File: config.mk
export PLATFORM = sky130hd
export DESIGN_NAME = id_ex_stage
export DESIGN_NICKNAME = d
export VERILOG_FILES = /design/src/rtl/pipe_pkg.sv /design/src/rtl/fwd_unit.sv /design/src/rtl/id_ex_stage.sv
export SDC_FILE = /design/constraint.sdc
export NUM_CORES = 1
export LEC_CHECK = 0
export CAP_MARGIN = 20
export CORE_AREA = 2 2 121 123
export CTS_BUF_LIST = sky130_fd_sc_hd__clkbuf_16
export DETAILED_ROUTE_END_ITERATION = 6
export DIE_AREA = 0 0 123 125
export PLACE_DENSITY = 0.73
export SYNTH_ARGS = -nofsm -noshare
export SYNTH_HDL_FRONTEND = slang
export SYNTH_SLANG_ARGS = --single-unit
File: constraint.sdc
create_clock -name clk -period 3.21 [get_ports clk]
set_clock_uncertainty 0.2 [all_clocks]
set_input_delay 0.8025 -clock clk [delete_from_list [all_inputs] [get_ports clk]]
set_output_delay 0.8025 -clock clk [all_outputs]
set_load 0.05 [all_outputs]
File: src/rtl/pipe_pkg.sv
// ============================================================================
//  Module      : pipe_pkg
//  Description : Shared definitions for the ID/EX pipeline stage.
//                - ALU control codes driven towards the EX-stage ALU
//                - Forwarding-select encoding (register file, EX/MEM, MEM/WB)
//                - Field values that make up a pipeline bubble
//  Revision    : 1.0 - initial release
// ============================================================================
`default_nettype none

package pipe_pkg;

    // ALU operation codes
    localparam logic [2:0] c_alu_add = 3'b000;
    localparam logic [2:0] c_alu_sub = 3'b001;
    localparam logic [2:0] c_alu_and = 3'b010;
    localparam logic [2:0] c_alu_or  = 3'b011;
    localparam logic [2:0] c_alu_xor = 3'b100;
    localparam logic [2:0] c_alu_nor = 3'b101;
    localparam logic [2:0] c_alu_slt = 3'b110;

    // Where an ALU source operand is taken from
    typedef enum logic [1:0] {
        FWD_REG   = 2'd0,
        FWD_EXMEM = 2'd1,
        FWD_MEMWB = 2'd2
    } fwd_sel_e;

    // Bubble contents: an invalid instruction with every side effect disabled
    localparam logic       c_bubble_valid     = 1'b0;
    localparam logic [2:0] c_bubble_alu_ctrl  = c_alu_add;
    localparam logic       c_bubble_reg_write = 1'b0;
    localparam logic       c_bubble_mem_read  = 1'b0;
    localparam logic       c_bubble_mem_write = 1'b0;
    localparam logic       c_bubble_alu_src   = 1'b0;

endpackage : pipe_pkg

`default_nettype wire

File: src/rtl/fwd_unit.sv
// ============================================================================
//  Module      : fwd_unit
//  Description : Operand forwarding select for one ALU source register.
//                EX/MEM has priority over MEM/WB; register 0 is never
//                forwarded because its architectural value is always zero.
//  Ports       : i_src            - source register index of the operand
//                i_reg_data       - value captured from the register file
//                i_exmem_*        - EX/MEM writer (enable, index, result)
//                i_memwb_*        - MEM/WB writer (enable, index, result)
//                o_sel            - chosen source (fwd_sel_e)
//                o_data           - forwarded operand value
//  Revision    : 1.0 - initial release
// ============================================================================
`default_nettype none

module fwd_unit
    import pipe_pkg::*;
#(
    parameter int XLEN = 32,
    parameter int RW   = 5
) (
    input  logic [RW-1:0]   i_src,
    input  logic [XLEN-1:0] i_reg_data,
    input  logic            i_exmem_reg_write,
    input  logic [RW-1:0]   i_exmem_rd,
    input  logic [XLEN-1:0] i_exmem_result,
    input  logic            i_memwb_reg_write,
    input  logic [RW-1:0]   i_memwb_rd,
    input  logic [XLEN-1:0] i_memwb_result,
    output fwd_sel_e        o_sel,
    output logic [XLEN-1:0] o_data
);

    logic w_exmem_hit;
    logic w_memwb_hit;

    assign w_exmem_hit = i_exmem_reg_write & (i_exmem_rd != '0) & (i_exmem_rd == i_src);
    assign w_memwb_hit = i_memwb_reg_write & (i_memwb_rd != '0) & (i_memwb_rd == i_src);

    // The younger producer (EX/MEM) holds the newer value, so it wins.
    always_comb begin
        o_sel = FWD_REG;
        if (w_exmem_hit) begin
            o_sel = FWD_EXMEM;
        end else if (w_memwb_hit) begin
            o_sel = FWD_MEMWB;
        end
    end

    always_comb begin
        o_data = i_reg_data;
        case (o_sel)
            FWD_EXMEM: o_data = i_exmem_result;
            FWD_MEMWB: o_data = i_memwb_result;
            default:   o_data = i_reg_data;
        endcase
    end

endmodule : fwd_unit

`default_nettype wire

File: src/rtl/id_ex_stage.sv
// ============================================================================
//  Module      : id_ex_stage
//  Description : ID/EX pipeline register feeding the EX-stage ALU.
//                Captures decoded fields each cycle, detects RAW hazards that
//                cannot be covered by forwarding (stall + bubble), honours
//                branch flushes and forwards EX/MEM and MEM/WB results into
//                the ALU operands.
//  Config      : ID_EX_FWD_EN - defined: forwarding muxes present, only a
//                load-use dependence stalls (one cycle).
//                Undefined: operands come from captured register data only;
//                any RAW against a writer in EX or EX/MEM stalls until the
//                producer reaches WB.
//  Ports       : clk, rst_n (async, active low)
//                flush_i        - kill the instruction entering EX
//                id_*           - decoded instruction fields from ID
//                exmem_*/memwb_*- forwarding sources
//                stall_o        - hold PC and IF/ID this cycle
//                ex_*           - EX-stage controls (registered)
//                ex_a/ex_b/ex_store_data - forwarded operands (combinational)
//  Revision    : 1.0 - initial release
// ============================================================================
`default_nettype none

module id_ex_stage
    import pipe_pkg::*;
#(
    parameter int XLEN = 32,
    parameter int RW   = 5
) (
    input  logic            clk,
    input  logic            rst_n,
    input  logic            flush_i,
    input  logic            id_valid,
    input  logic [RW-1:0]   id_rs,
    input  logic [RW-1:0]   id_rt,
    input  logic [RW-1:0]   id_rd,
    input  logic [XLEN-1:0] id_rs_data,
    input  logic [XLEN-1:0] id_rt_data,
    input  logic [XLEN-1:0] id_imm,
    input  logic            id_alu_src,
    input  logic [2:0]      id_alu_ctrl,
    input  logic            id_reg_write,
    input  logic            id_mem_read,
    input  logic            id_mem_write,
    input  logic            exmem_reg_write,
    input  logic [RW-1:0]   exmem_rd,
    input  logic [XLEN-1:0] exmem_result,
    input  logic            memwb_reg_write,
    input  logic [RW-1:0]   memwb_rd,
    input  logic [XLEN-1:0] memwb_result,
    output logic            stall_o,
    output logic            ex_valid,
    output logic [2:0]      ex_alu_ctrl,
    output logic [RW-1:0]   ex_rd,
    output logic            ex_reg_write,
    output logic            ex_mem_read,
    output logic            ex_mem_write,
    output logic [XLEN-1:0] ex_a,
    output logic [XLEN-1:0] ex_b,
    output logic [XLEN-1:0] ex_store_data
);

    // ------------------------------------------------------------------
    // Pipeline register
    // ------------------------------------------------------------------
    logic            r_valid;
    logic [RW-1:0]   r_rd;
    logic [XLEN-1:0] r_rs_data;
    logic [XLEN-1:0] r_rt_data;
    logic [XLEN-1:0] r_imm;
    logic            r_alu_src;
    logic [2:0]      r_alu_ctrl;
    logic            r_reg_write;
    logic            r_mem_read;
    logic            r_mem_write;

    logic            w_hazard;
    logic            w_bubble;
    logic [XLEN-1:0] w_rs_val;
    logic [XLEN-1:0] w_rt_val;

    // A flush kills the incoming instruction anyway, so holding the front
    // end for a hazard would only delay the redirect.
    assign w_bubble = flush_i | w_hazard;
    assign stall_o  = w_hazard & ~flush_i;

    always_ff @(posedge clk or negedge rst_n) begin
        if (!rst_n) begin
            r_valid     <= c_bubble_valid;
            r_rd        <= '0;
            r_rs_data   <= '0;
            r_rt_data   <= '0;
            r_imm       <= '0;
            r_alu_src   <= c_bubble_alu_src;
            r_alu_ctrl  <= c_bubble_alu_ctrl;
            r_reg_write <= c_bubble_reg_write;
            r_mem_read  <= c_bubble_mem_read;
            r_mem_write <= c_bubble_mem_write;
        end else if (w_bubble) begin
            r_valid     <= c_bubble_valid;
            r_rd        <= '0;
            r_rs_data   <= '0;
            r_rt_data   <= '0;
            r_imm       <= '0;
            r_alu_src   <= c_bubble_alu_src;
            r_alu_ctrl  <= c_bubble_alu_ctrl;
            r_reg_write <= c_bubble_reg_write;
            r_mem_read  <= c_bubble_mem_read;
            r_mem_write <= c_bubble_mem_write;
        end else begin
            r_valid     <= id_valid;
            r_rd        <= id_rd;
            r_rs_data   <= id_rs_data;
            r_rt_data   <= id_rt_data;
            r_imm       <= id_imm;
            r_alu_src   <= id_alu_src;
            r_alu_ctrl  <= id_alu_ctrl;
            r_reg_write <= id_reg_write;
            r_mem_read  <= id_mem_read;
            r_mem_write <= id_mem_write;
        end
    end

`ifdef ID_EX_FWD_EN
    // ------------------------------------------------------------------
    // Forwarding build: source indices travel with the instruction so the
    // operand muxes can compare them against the downstream writers.
    // ------------------------------------------------------------------
    logic [RW-1:0] r_rs;
    logic [RW-1:0] r_rt;
    fwd_sel_e      w_rs_sel;
    fwd_sel_e      w_rt_sel;

    always_ff @(posedge clk or negedge rst_n) begin
        if (!rst_n) begin
            r_rs <= '0;
            r_rt <= '0;
        end else if (w_bubble) begin
            r_rs <= '0;
            r_rt <= '0;
        end else begin
            r_rs <= id_rs;
            r_rt <= id_rt;
        end
    end

    // Only a load in EX cannot be forwarded in time: its data exists after
    // MEM, one cycle too late for the dependent instruction.
    assign w_hazard = r_valid & r_mem_read & (r_rd != '0) & id_valid &
                      ((r_rd == id_rs) | (r_rd == id_rt));

    fwd_unit #(
        .XLEN (XLEN),
        .RW   (RW)
    ) u_fwd_rs (
        .i_src             (r_rs),
        .i_reg_data        (r_rs_data),
        .i_exmem_reg_write (exmem_reg_write),
        .i_exmem_rd        (exmem_rd),
        .i_exmem_result    (exmem_result),
        .i_memwb_reg_write (memwb_reg_write),
        .i_memwb_rd        (memwb_rd),
        .i_memwb_result    (memwb_result),
        .o_sel             (w_rs_sel),
        .o_data            (w_rs_val)
    );

    fwd_unit #(
        .XLEN (XLEN),
        .RW   (RW)
    ) u_fwd_rt (
        .i_src             (r_rt),
        .i_reg_data        (r_rt_data),
        .i_exmem_reg_write (exmem_reg_write),
        .i_exmem_rd        (exmem_rd),
        .i_exmem_result    (exmem_result),
        .i_memwb_reg_write (memwb_reg_write),
        .i_memwb_rd        (memwb_rd),
        .i_memwb_result    (memwb_result),
        .o_sel             (w_rt_sel),
        .o_data            (w_rt_val)
    );

    // The select codes are kept for observability only.
    logic w_unused_sel;
    assign w_unused_sel = ^{w_rs_sel, w_rt_sel};
`else
    // ------------------------------------------------------------------
    // Non-forwarding build: any in-flight producer of a source register
    // holds the instruction in ID until the producer reaches WB, where the
    // register file write-through supplies the value.
    // ------------------------------------------------------------------
    logic w_ex_raw;
    logic w_exmem_raw;

    assign w_ex_raw    = r_valid & (r_reg_write | r_mem_read) & (r_rd != '0) &
                         ((r_rd == id_rs) | (r_rd == id_rt));
    assign w_exmem_raw = exmem_reg_write & (exmem_rd != '0) &
                         ((exmem_rd == id_rs) | (exmem_rd == id_rt));
    assign w_hazard    = id_valid & (w_ex_raw | w_exmem_raw);

    assign w_rs_val = r_rs_data;
    assign w_rt_val = r_rt_data;

    // Forwarding sources have no consumer in this build.
    logic w_unused_fwd;
    assign w_unused_fwd = ^{exmem_result, memwb_reg_write, memwb_rd, memwb_result};
`endif

    // ------------------------------------------------------------------
    // Outputs
    // ------------------------------------------------------------------
    assign ex_valid      = r_valid;
    assign ex_alu_ctrl   = r_alu_ctrl;
    assign ex_rd         = r_rd;
    assign ex_reg_write  = r_reg_write;
    assign ex_mem_read   = r_mem_read;
    assign ex_mem_write  = r_mem_write;

    assign ex_a          = w_rs_val;
    assign ex_b          = r_alu_src ? r_imm : w_rt_val;
    assign ex_store_data = w_rt_val;

endmodule : id_ex_stage

`default_nettype wire

==> metrics.md <==
| Metric | Value |
|---|---|
| RSZ-0062 raised after global routing | `no` |
| WL/cell | `approximately 15 µm` |
| Die Ht | `125 µm` |
| 1st-iter DRT viols | `around 90` |
| Final WS setup | `41.10 ps` |
| Synth unique cells | `19` |
| Global route overflow | `0` |
| Syn_nets | `approximately 500` |
| Number of synthesized register bits | `109` |
| Final cell count without fillers | `between 700 and 800` |
| CP Class | `input port to output pin` |
| Area growth, synth to finish | `78.10%` |
| Worst-Margin Slew | `682.5 ps` |
| PD cells | `457.7 mW/mm²` |
| Share of layout cells above drive strength 1 | `34.89%` |
| CP arrival | `2170 ps` |
| Dpl cells | `around 720` |
| Clk Latency, worst-skew pair | `350 ps` |
| Final ANT Viol Nets | `0` |
| Part of the cycle the worst path needs | `between 90% and 100%` |
| Cells after synthesis | `roughly 300` |
| RD Place Congestion | `0.7439` |
| Final setup violation count | `0` |
| Clock Sinks | `109` |
| Detailed-route via count | `3,116` |
| Worst Hold Class | `input port to async pin` |
| Critical Path Sink Type | `output pin` |
| Initial antenna violation count | `0` |
| CTS H-tree depth | `3` |
| Die Area | `0.01538 mm²` |
| Clk root buf | `clkbuf_16` |
| Drt pass-1 iters | `3` |
| VDD IR-drop max | `0.0002630 V` |
| Tot Pwr | `about 0.0035 W` |
| Initial Util | `30.01%` |
| # hold bufs at CTS | `0` |
| Sequential share of the synthesized area | `63.99%` |
| DRC | `0` |
| Crit path required time | `~2200 ps` |
| Slew margin rel. | `54.50%` |
| Max Freq | `315.6 MHz` |
| Number of global-route vias before repair | `3,362` |
| I/O Buffers | `roughly 240` |
| Final Net Count | `749` |
| Die width | `123 µm` |
| Vias/cell | `4.211` |
| Status | `finished clean` |
| Pin count of the biggest net entering global routing | `62` |
| Clock Pin Slew Worst Setup and Hold Paths | `about 70 ps` |
| Io pins | `307` |
| Type of origin of the critical path | `input port` |
| Core footprint | `0.01420 mm²` |
| CP max FO | `2` |
| Clk buf depth | `2` |
| Netlist Area Pre-Place | `between 0.004 and 0.005 mm²` |
| Total GRT Usage | `about 15%` |
| First-pass GRT wire length | `around 17,000 µm` |
| CTS tree | `done` |
| Antenna Cells | `0` |
| DPL Wire Length | `8316 µm` |
| Place WS | `-142.5 ps` |
| Final hold violations | `0` |
| Row count | `between 40 and 50` |
| Avg Synthesized Cell Area | `14.02 µm²` |
| Leakage | `roughly 3.4 nW` |
| Pins over their slew limit | `0` |
| WHS | `295.6 ps` |
| DRT Wirelength | `10,930 µm` |
| Cts bufs inserted | `9` |
| MaxCap Viol Count | `0` |
| Min Clock Period, post-route | `3169 ps` |
| Fillers | `1,185` |
| Synth warn | `0` |
## placed cells by master (no fill, tap or decap)
| cell type | Yosys | routed |
|---|---|---|
| clkdlybuf4s50_1 | 0 | 187 |
| dfrtp_1 | 109 | 109 |
| and2_2 | 90 | 90 |
| buf_12 | 0 | 36 |
| mux2_2 | 32 | 32 |
| xnor2_1 | 20 | 20 |
| and2_1 | 19 | 19 |
| buf_4 | 0 | 13 |
| dlymetal6s2s_1 | 0 | 11 |
| clkbuf_16 | 0 | 9 |
| nand3_1 | 4 | 4 |
| nand2_1 | 4 | 4 |
| clkinvlp_4 | 0 | 4 |
| dlygate4sd2_1 | 0 | 4 |
| o22ai_2 | 0 | 2 |
| inv_6 | 0 | 2 |
| nor2_1 | 2 | 1 |
| nor3_1 | 1 | 1 |
| o211ai_1 | 1 | 1 |
| a21oi_2 | 0 | 1 |
| or3_1 | 1 | 1 |
| o311a_4 | 1 | 1 |
| a221oi_4 | 1 | 1 |
| a22oi_2 | 0 | 1 |
| nor2_2 | 0 | 1 |
| inv_8 | 0 | 1 |
## where the power goes
part / total, W / internal [W] / switching [W]
clock: 0.00105 / 0.000537 / 0.000515
combinational: 0.000945 / 0.000456 / 0.000489
sequential: 0.00148 / 0.00145 / 0.0000304
total: 0.00348 / 0.00244 / 0.00103
## cell usage after synthesis
library cell  instances  share of area (%)
nor3_1                1               0.12
and2_1               19                2.8
nor2_1                2               0.18
a221oi_4              1               0.62
mux2_2               32                8.5
o211ai_1              1               0.18
or3_1                 1               0.15
buf_6                 2               0.53
a21oi_1               1               0.12
nand2_1               4               0.35
xnor2_1              20                4.1
nand3_1               4               0.47
and2_2               90                 16
a22oi_1               1               0.18
o311a_4               1               0.50
o22ai_1               2               0.29
dfrtp_1             109                 64
buf_1                 3               0.26
clkbuf_1             10               0.88
## kinds of logic after synthesis
kind of cell,share of synthesized area (%)
compound gates,1.879
simple gates,19.90
xor+xnor,4.109
buf+inv,1.673
flops,63.99
mux,8.453
## registers in the layout, summed over array words and instances (netlist names)
register,flops
ex_mem_read,1
ex_rd,5
ex_alu_ctrl,3
ex_store_data,32
r_alu_src,1
ex_a,32
ex_mem_write,1
ex_reg_write,1
r_imm,32
ex_valid,1
## metrics by stage
stage                     setup TNS, ps  util, %  area [µm²]
after CTS                             0    53.18        7553
after detailed placement         -142.5    51.02        7247
after global routing                  0    53.45        7592
after global placement           -130.8    51.02        7247
after floorplan                       0        -        4263
final                                 0    53.45        7592
## final timing paths
path | startpoint | endpoint | slack (ps) | cells after the start
max | exmem_rd[0] | stall_o | 40 | 6
min | rst_n | ex_rd[1] | 300 | 1
max reg2reg | ex_rd[3] | ex_store_data[8] | 1030 | 8
min reg2reg | ex_reg_write | ex_store_data[28] | 1040 | 6
max in group asynchronous | rst_n | r_imm[30] | 1780 | 2
min in group clk | id_rt_data[26] | ex_store_data[26] | 800 | 2
## worst max-delay path, cell delays in order
cell,delay (ps)
dlygate4sd2_1,240
or3_1,390
o311a_4,330
a22oi_2,180
nor2_2,70
buf_12,150
## layout make-up
type | count | area, µm² | area share (%)
timing repair buffer | 251 | 2863 | 37.71
sequential | 109 | 2728 | 35.93
multi-input combinational | 180 | 1488 | 19.59
tap | 184 | 230.2 | 3.032
clock buffer | 9 | 225.2 | 2.966
clock inverter | 7 | 58.81 | 0.7746
## repair_timing
item | CTS | global route
pin swaps | 5 | 9
gates resized for setup | 8 | 12
buffers inserted | 1 | 1
setup endpoints to repair | 1 | 1
## layer usage
| layer | vias to the layer above | GRT usage, % | share of wire (%) |
|---|---|---|---|
| met5 | - | 0 | 0 |
| met4 | 0 | 6.684 | 2.5 |
| met3 | 19 | 6.889 | 11 |
| met2 | 142 | 24.31 | 50 |
| met1 | 1498 | 16.11 | 36 |
| li1 | 1457 | - | - |
No activity file was read; power rests on OpenSTA's default activity.
